==> src/rtl/signed_field_packer_if.sv <==
// Request/result/error-tracking signal bundle for signed_field_packer.
// The master drives requests and consumes results; the packer is the slave.
interface signed_field_packer_if;
  logic        in_valid;
  logic        in_ready;
  logic [15:0] in_value;
  logic [1:0]  in_sel;
  logic        out_valid;
  logic        out_ready;
  logic [10:0] out_field;
  logic [3:0]  out_width;
  logic        out_fit;
  logic        err_clear;
  logic        err_sticky;
  logic [7:0]  err_count;

  modport master (
    output in_valid, in_value, in_sel, out_ready, err_clear,
    input  in_ready, out_valid, out_field, out_width, out_fit, err_sticky, err_count
  );

  modport slave (
    input  in_valid, in_value, in_sel, out_ready, err_clear,
    output in_ready, out_valid, out_field, out_width, out_fit, err_sticky, err_count
  );
endinterface

==> src/rtl/signed_field_packer.sv <==
// Packs a 16-bit two's-complement value into a 5/6/9/11-bit signed field,
// flags whether it fits, and buffers results in a 2-entry in-order FIFO.
// Non-fitting accepts are tracked by a sticky flag and a saturating counter.
module signed_field_packer (
  input  logic                  clk,
  input  logic                  rst,
  signed_field_packer_if.slave  bus
);

  // FIFO state: head is the entry presented on out_*, tail is the second slot.
  logic [1:0]  r_occ;
  logic [10:0] r_head_field;
  logic [3:0]  r_head_width;
  logic        r_head_fit;
  logic [10:0] r_tail_field;
  logic [3:0]  r_tail_width;
  logic        r_tail_fit;

  logic [7:0]  r_err_count;
  logic        r_err_sticky;

  logic [1:0]  w_occ_nxt;
  logic [10:0] w_head_field_nxt;
  logic [3:0]  w_head_width_nxt;
  logic        w_head_fit_nxt;
  logic [10:0] w_tail_field_nxt;
  logic [3:0]  w_tail_width_nxt;
  logic        w_tail_fit_nxt;
  logic [7:0]  w_err_count_nxt;
  logic        w_err_sticky_nxt;

  logic [10:0] w_field;
  logic [3:0]  w_width;
  logic        w_fit;
  logic        w_in_ready;
  logic        w_out_valid;
  logic        w_accept;
  logic        w_drain;
  logic        w_nonfit_accept;

  // Handshake qualifiers derive from registered occupancy only.
  assign w_in_ready      = (r_occ != 2'd2);
  assign w_out_valid     = (r_occ != 2'd0);
  assign w_accept        = bus.in_valid & w_in_ready;
  assign w_drain         = w_out_valid & bus.out_ready;
  assign w_nonfit_accept = w_accept & ~w_fit;

  // Field extraction and fit test: the bits from N-1 upward must be a pure sign extension.
  always_comb begin
    w_field = '0;
    w_width = 4'd5;
    w_fit   = 1'b0;
    case (bus.in_sel)
      2'b00: begin
        w_field = {6'b0, bus.in_value[4:0]};
        w_width = 4'd5;
        w_fit   = (&bus.in_value[15:4]) | ~(|bus.in_value[15:4]);
      end
      2'b01: begin
        w_field = {5'b0, bus.in_value[5:0]};
        w_width = 4'd6;
        w_fit   = (&bus.in_value[15:5]) | ~(|bus.in_value[15:5]);
      end
      2'b10: begin
        w_field = {2'b0, bus.in_value[8:0]};
        w_width = 4'd9;
        w_fit   = (&bus.in_value[15:8]) | ~(|bus.in_value[15:8]);
      end
      default: begin
        w_field = bus.in_value[10:0];
        w_width = 4'd11;
        w_fit   = (&bus.in_value[15:10]) | ~(|bus.in_value[15:10]);
      end
    endcase
  end

  // FIFO next state: push fills the first free slot, pop promotes tail to head.
  always_comb begin
    w_occ_nxt        = r_occ;
    w_head_field_nxt = r_head_field;
    w_head_width_nxt = r_head_width;
    w_head_fit_nxt   = r_head_fit;
    w_tail_field_nxt = r_tail_field;
    w_tail_width_nxt = r_tail_width;
    w_tail_fit_nxt   = r_tail_fit;
    case ({w_accept, w_drain})
      2'b10: begin
        if (r_occ == 2'd0) begin
          w_head_field_nxt = w_field;
          w_head_width_nxt = w_width;
          w_head_fit_nxt   = w_fit;
        end else begin
          w_tail_field_nxt = w_field;
          w_tail_width_nxt = w_width;
          w_tail_fit_nxt   = w_fit;
        end
        w_occ_nxt = r_occ + 2'd1;
      end
      2'b01: begin
        w_head_field_nxt = r_tail_field;
        w_head_width_nxt = r_tail_width;
        w_head_fit_nxt   = r_tail_fit;
        w_occ_nxt        = r_occ - 2'd1;
      end
      2'b11: begin
        // Only reachable at occupancy 1: the new entry replaces the departing head.
        w_head_field_nxt = w_field;
        w_head_width_nxt = w_width;
        w_head_fit_nxt   = w_fit;
      end
      default: ;
    endcase
  end

  // Error tracking: a coincident non-fit accept wins over err_clear and restarts at 1.
  always_comb begin
    w_err_count_nxt  = r_err_count;
    w_err_sticky_nxt = r_err_sticky;
    if (w_nonfit_accept) begin
      w_err_sticky_nxt = 1'b1;
      if (bus.err_clear) begin
        w_err_count_nxt = 8'd1;
      end else if (r_err_count != 8'hFF) begin
        w_err_count_nxt = r_err_count + 8'd1;
      end
    end else if (bus.err_clear) begin
      w_err_count_nxt  = 8'd0;
      w_err_sticky_nxt = 1'b0;
    end
  end

  // State registers with synchronous reset taking priority over all inputs.
  always_ff @(posedge clk) begin
    if (rst) begin
      r_occ        <= 2'd0;
      r_head_field <= '0;
      r_head_width <= '0;
      r_head_fit   <= 1'b0;
      r_tail_field <= '0;
      r_tail_width <= '0;
      r_tail_fit   <= 1'b0;
      r_err_count  <= 8'd0;
      r_err_sticky <= 1'b0;
    end else begin
      r_occ        <= w_occ_nxt;
      r_head_field <= w_head_field_nxt;
      r_head_width <= w_head_width_nxt;
      r_head_fit   <= w_head_fit_nxt;
      r_tail_field <= w_tail_field_nxt;
      r_tail_width <= w_tail_width_nxt;
      r_tail_fit   <= w_tail_fit_nxt;
      r_err_count  <= w_err_count_nxt;
      r_err_sticky <= w_err_sticky_nxt;
    end
  end

  // Result outputs read zero whenever nothing is buffered.
  always_comb begin
    bus.in_ready   = w_in_ready;
    bus.out_valid  = w_out_valid;
    bus.out_field  = w_out_valid ? r_head_field : '0;
    bus.out_width  = w_out_valid ? r_head_width : '0;
    bus.out_fit    = w_out_valid & r_head_fit;
    bus.err_count  = r_err_count;
    bus.err_sticky = r_err_sticky;
  end

endmodule

==> src/flat_wrapper.sv <==
// flat-port wrapper written by rule: the top's interface ports become plain ports
module signed_field_packer_flat 
  (clk, rst, bus_in_valid, bus_in_value, bus_in_sel, bus_out_ready, bus_err_clear, bus_in_ready, bus_out_valid, bus_out_field, bus_out_width, bus_out_fit, bus_err_sticky, bus_err_count);
  signed_field_packer_if bus_i ();
  input  logic clk;
  input  logic rst;
  input wire logic [$bits(bus_i.in_valid)-1:0] bus_in_valid;
  input wire logic [$bits(bus_i.in_value)-1:0] bus_in_value;
  input wire logic [$bits(bus_i.in_sel)-1:0] bus_in_sel;
  input wire logic [$bits(bus_i.out_ready)-1:0] bus_out_ready;
  input wire logic [$bits(bus_i.err_clear)-1:0] bus_err_clear;
  output wire logic [$bits(bus_i.in_ready)-1:0] bus_in_ready;
  output wire logic [$bits(bus_i.out_valid)-1:0] bus_out_valid;
  output wire logic [$bits(bus_i.out_field)-1:0] bus_out_field;
  output wire logic [$bits(bus_i.out_width)-1:0] bus_out_width;
  output wire logic [$bits(bus_i.out_fit)-1:0] bus_out_fit;
  output wire logic [$bits(bus_i.err_sticky)-1:0] bus_err_sticky;
  output wire logic [$bits(bus_i.err_count)-1:0] bus_err_count;
  assign bus_i.in_valid = bus_in_valid;
  assign bus_i.in_value = bus_in_value;
  assign bus_i.in_sel = bus_in_sel;
  assign bus_i.out_ready = bus_out_ready;
  assign bus_i.err_clear = bus_err_clear;
  assign bus_in_ready = bus_i.in_ready;
  assign bus_out_valid = bus_i.out_valid;
  assign bus_out_field = bus_i.out_field;
  assign bus_out_width = bus_i.out_width;
  assign bus_out_fit = bus_i.out_fit;
  assign bus_err_sticky = bus_i.err_sticky;
  assign bus_err_count = bus_i.err_count;
  signed_field_packer u_core (.clk(clk), .rst(rst), .bus(bus_i));
endmodule
==> config.mk <==
export PLATFORM = sky130hd
export DESIGN_NAME = signed_field_packer_flat
export DESIGN_NICKNAME = d
export VERILOG_FILES = /design/src/rtl/signed_field_packer_if.sv /design/src/rtl/signed_field_packer.sv /design/src/flat_wrapper.sv
export SDC_FILE = /design/constraint.sdc
export NUM_CORES = 1
export LEC_CHECK = 0
export ABC_AREA = 0
export CORE_ASPECT_RATIO = 1.1
export CORE_UTILIZATION = 45
export DETAILED_ROUTE_END_ITERATION = 8
export PLACE_DENSITY = 0.81
export SLEW_MARGIN = 20
export SYNTH_ARGS = -nofsm -noshare
export SYNTH_HDL_FRONTEND = slang
export SYNTH_SLANG_ARGS = --single-unit
==> constraint.sdc <==
create_clock -name clk -period 3.33 [get_ports clk]
set_input_delay 0.666 -clock clk [delete_from_list [all_inputs] [get_ports clk]]
set_output_delay 0.666 -clock clk [all_outputs]
set_load 0.02 [all_outputs]
==> out/metrics.csv <==
metric,value,unit
status,finished clean,
Max Slew Vio Count,0,
Die H,73.3,microns
PD cells,688,nW/um^2
Ys Warns,0,
mapped cell area,2080,sq um
Hold Path Sink,u_core.r_tail_field[0],
largest net degree at the start of global routing,40,
"commonest non-fill, non-tap cell in the layout",clkdlybuf4s50_1,
worst hold start,u_core.r_tail_field[0],
Synth Instances,262,
multiplexer area fraction after synthesis,0.0385,
cell with the largest stage delay on the worst path,clkdlybuf4s50_1,
RSZ-0062 raised after global routing,no,
layout cells sized above 1,0.0686,
DRT Pass-1 Iters,4,
Final ANT Viol Nets,0,
TritonCTS clock tree,yes,
P_leak,0.976,nW
WL per Instance,12.5,microns
hold path cells,2,
total CTS buffers,5,
Ports,50,
Syn Nets,288,
Resized Gates After CTS,0,
first-pass GRT wire length,7200,microns
worst slew pin tran,0.924,ns
post-synthesis simple-gate area fraction,0.290,
endpoints failing setup,0,
vias per inst,5.25,
maximum vdd drop,0.269,mV
CP Capture Type,output port,
FF-to-FF End,u_core.r_head_width[2],
Routed WL,4490,microns
Placer Congestion,0.784,
Clock Path Buffers,2,
ys flop type,dfxtp_1,
# port buffers,49,
Total Routing Usage GR,0.193,
Synth Register Bits,43,
crit-path max FO,14,
Worst-path clk slew,0.08,ns
number of flops mapped to enable cells by yosys,0,
Max-cap violations,0,
Post-synth ARST share,0,
vias in the first global route,1626,
Inserted Diodes,0,
nets,333,
Initial Utilization,0.475,
post-CTS setup repair buffer count,0,
area grow syn2layout,28.9,%
"Seq/Total Area, Yosys",0.414,
cell chain of the critical path,nor2_1 -> buf_4 -> nor2b_1 -> clkdlybuf4s50_1,
initial antenna violation count,0,
average cell area after synthesis,7.94,sq um
r2r setup slk,1.14,ns
clk_lat worst skew,0.29,ns
crit-path max cell delay,0.53,ns
fillers,433,
Post-Synth XOR/XNOR Area,0.00842,
synth unique cells,40,
Die ar.,4900,sq um
via count,1891,
Reg2Reg Launch Point,u_core.r_occ[0],
final cycle utilization of the critical path,0.764,
adder-cell area share of the yosys netlist,0.0180,
remaining global-route overflow,0,
initial drt markers,108,
Slew HR,0.383,
drc violations,0,
TNS Setup,0,ns
Detail Placement HPWL,3270,microns
Site Rows,25,
clk sinks,43,
H-tree depth,2,
post-route minimum period,2.54,ns
Critical Path RT,2.66,ns
HP Class,reg -> reg,
worst r2r path cells,10,
kind of critical path,reg -> out,
"Power, Total",1.85,mW
Post-CTS Hold Buffers,0,
Die X,66.8,microns
Compound-Gate Fraction of Synth Area,0.195,
Fin. Hold Viols,0,
CP Launch Type,flop,
largest family of logic cells by synthesized area,simple AND/OR/NAND/NOR gates,
fmax,393,MHz
CTS root buffer,clkbuf_8,
skew final,0.0104,ns
Finished Core Util,0.613,
arrival time at the worst endpoint,1.88,ns
Core Area,4380,sq um
most frequent cells in the layout,"49 x clkdlybuf4s50_1, 43 x dfxtp_1, 40 x nor2_1",
-- flip-flops by register name, summed over array words and instances (netlist names) --
signal and cells:
u_core.bus.err_count 8, u_core.bus.err_sticky 1, u_core.r_head_field 11, u_core.r_head_fit 1, u_core.r_head_width 4, u_core.r_occ 2
u_core.r_tail_field 11, u_core.r_tail_fit 1, u_core.r_tail_width 4
-- cell type report --
type                    instances  area (sq um)  area share
inverters                       4          15.0     0.00560
repair buffers                 53           520       0.194
multi-input cells             200          1150       0.427
clock buffers                   6          72.6      0.0271
well taps                      54          67.6      0.0252
flip-flops and latches         43           861       0.321
-- worst max path at each step --
stage,start,endpoint,slack (ns),cells past startpoint
6_report,u_core.r_occ[0],bus_out_fit,0.79,4
5_1_grt,u_core.r_occ[0],bus_out_field[1],0.67,4
4_1_cts,u_core.r_occ[0],bus_out_fit,0.76,4
3_5_place_dp,bus_in_value[8],u_core.bus.err_count[4],0.65,7
3_3_place_gp,bus_in_valid,u_core.r_head_field[7],0.74,7
2_1_floorplan,u_core.r_occ[0],u_core.r_head_fit,1.14,9
-- worst max-delay path, delay by kind of cell, from the launching register on --
kind,cells,cell delay (ns)
flops,1,0.35
simple gates,2,0.43
buf+inv,2,0.81
-- cell usage after synthesis (2+ instances only) --
library cell | number | share of area
a21oi_1 | 31 | 0.075
and3_1 | 3 | 0.0090
inv_1 | 4 | 0.0072
nand4_1 | 2 | 0.0060
or2_2 | 2 | 0.0060
nor3_1 | 3 | 0.0072
o21ai_0 | 4 | 0.0096
nand3_1 | 5 | 0.012
nor2_1 | 40 | 0.072
a211oi_1 | 15 | 0.054
buf_2 | 2 | 0.0048
mux2i_1 | 8 | 0.038
a311oi_1 | 4 | 0.017
nor2b_1 | 20 | 0.060
dfxtp_1 | 43 | 0.41
nand2b_1 | 3 | 0.0090
clkbuf_1 | 12 | 0.022
ha_1 | 3 | 0.018
nand2_1 | 37 | 0.067
-- kinds of logic after synthesis --
family / Yosys count
mux: 8
xor+xnor: 2
simple gates: 125
compound gates: 62
buf+inv: 19
fa+ha+maj: 3
flops: 43
-- stage by stage --
step | std cells | cell area [sq um] | worst slack (ns) | hold WS [ns]
after floorplan | 262 | 2080 | 1.14 | 0.436
after global placement | 354 | 2610 | 0.743 | 0.441
after detailed placement | 354 | 2610 | 0.648 | 0.448
after CTS | 360 | 2680 | 0.755 | 0.457
after global routing | 360 | 2680 | 0.669 | 0.475
final | 360 | 2680 | 0.787 | 0.457
-- routing by layer --
layer  vias up  wire (microns)  global-route usage
met3         2             151              0.0466
met4         0              35              0.0638
met2        44            2250               0.325
met5         -               0                   0
li1        997               -                   -
met1       848            2050               0.240
-- power breakdown --
group	leakage, nW	switching (mW)	internal, mW
combinational	0.587	0.481	0.364
clock	0.0371	0.160	0.140
sequential	0.352	0.0632	0.638
Note: power is estimated with default switching activity, not from simulation.
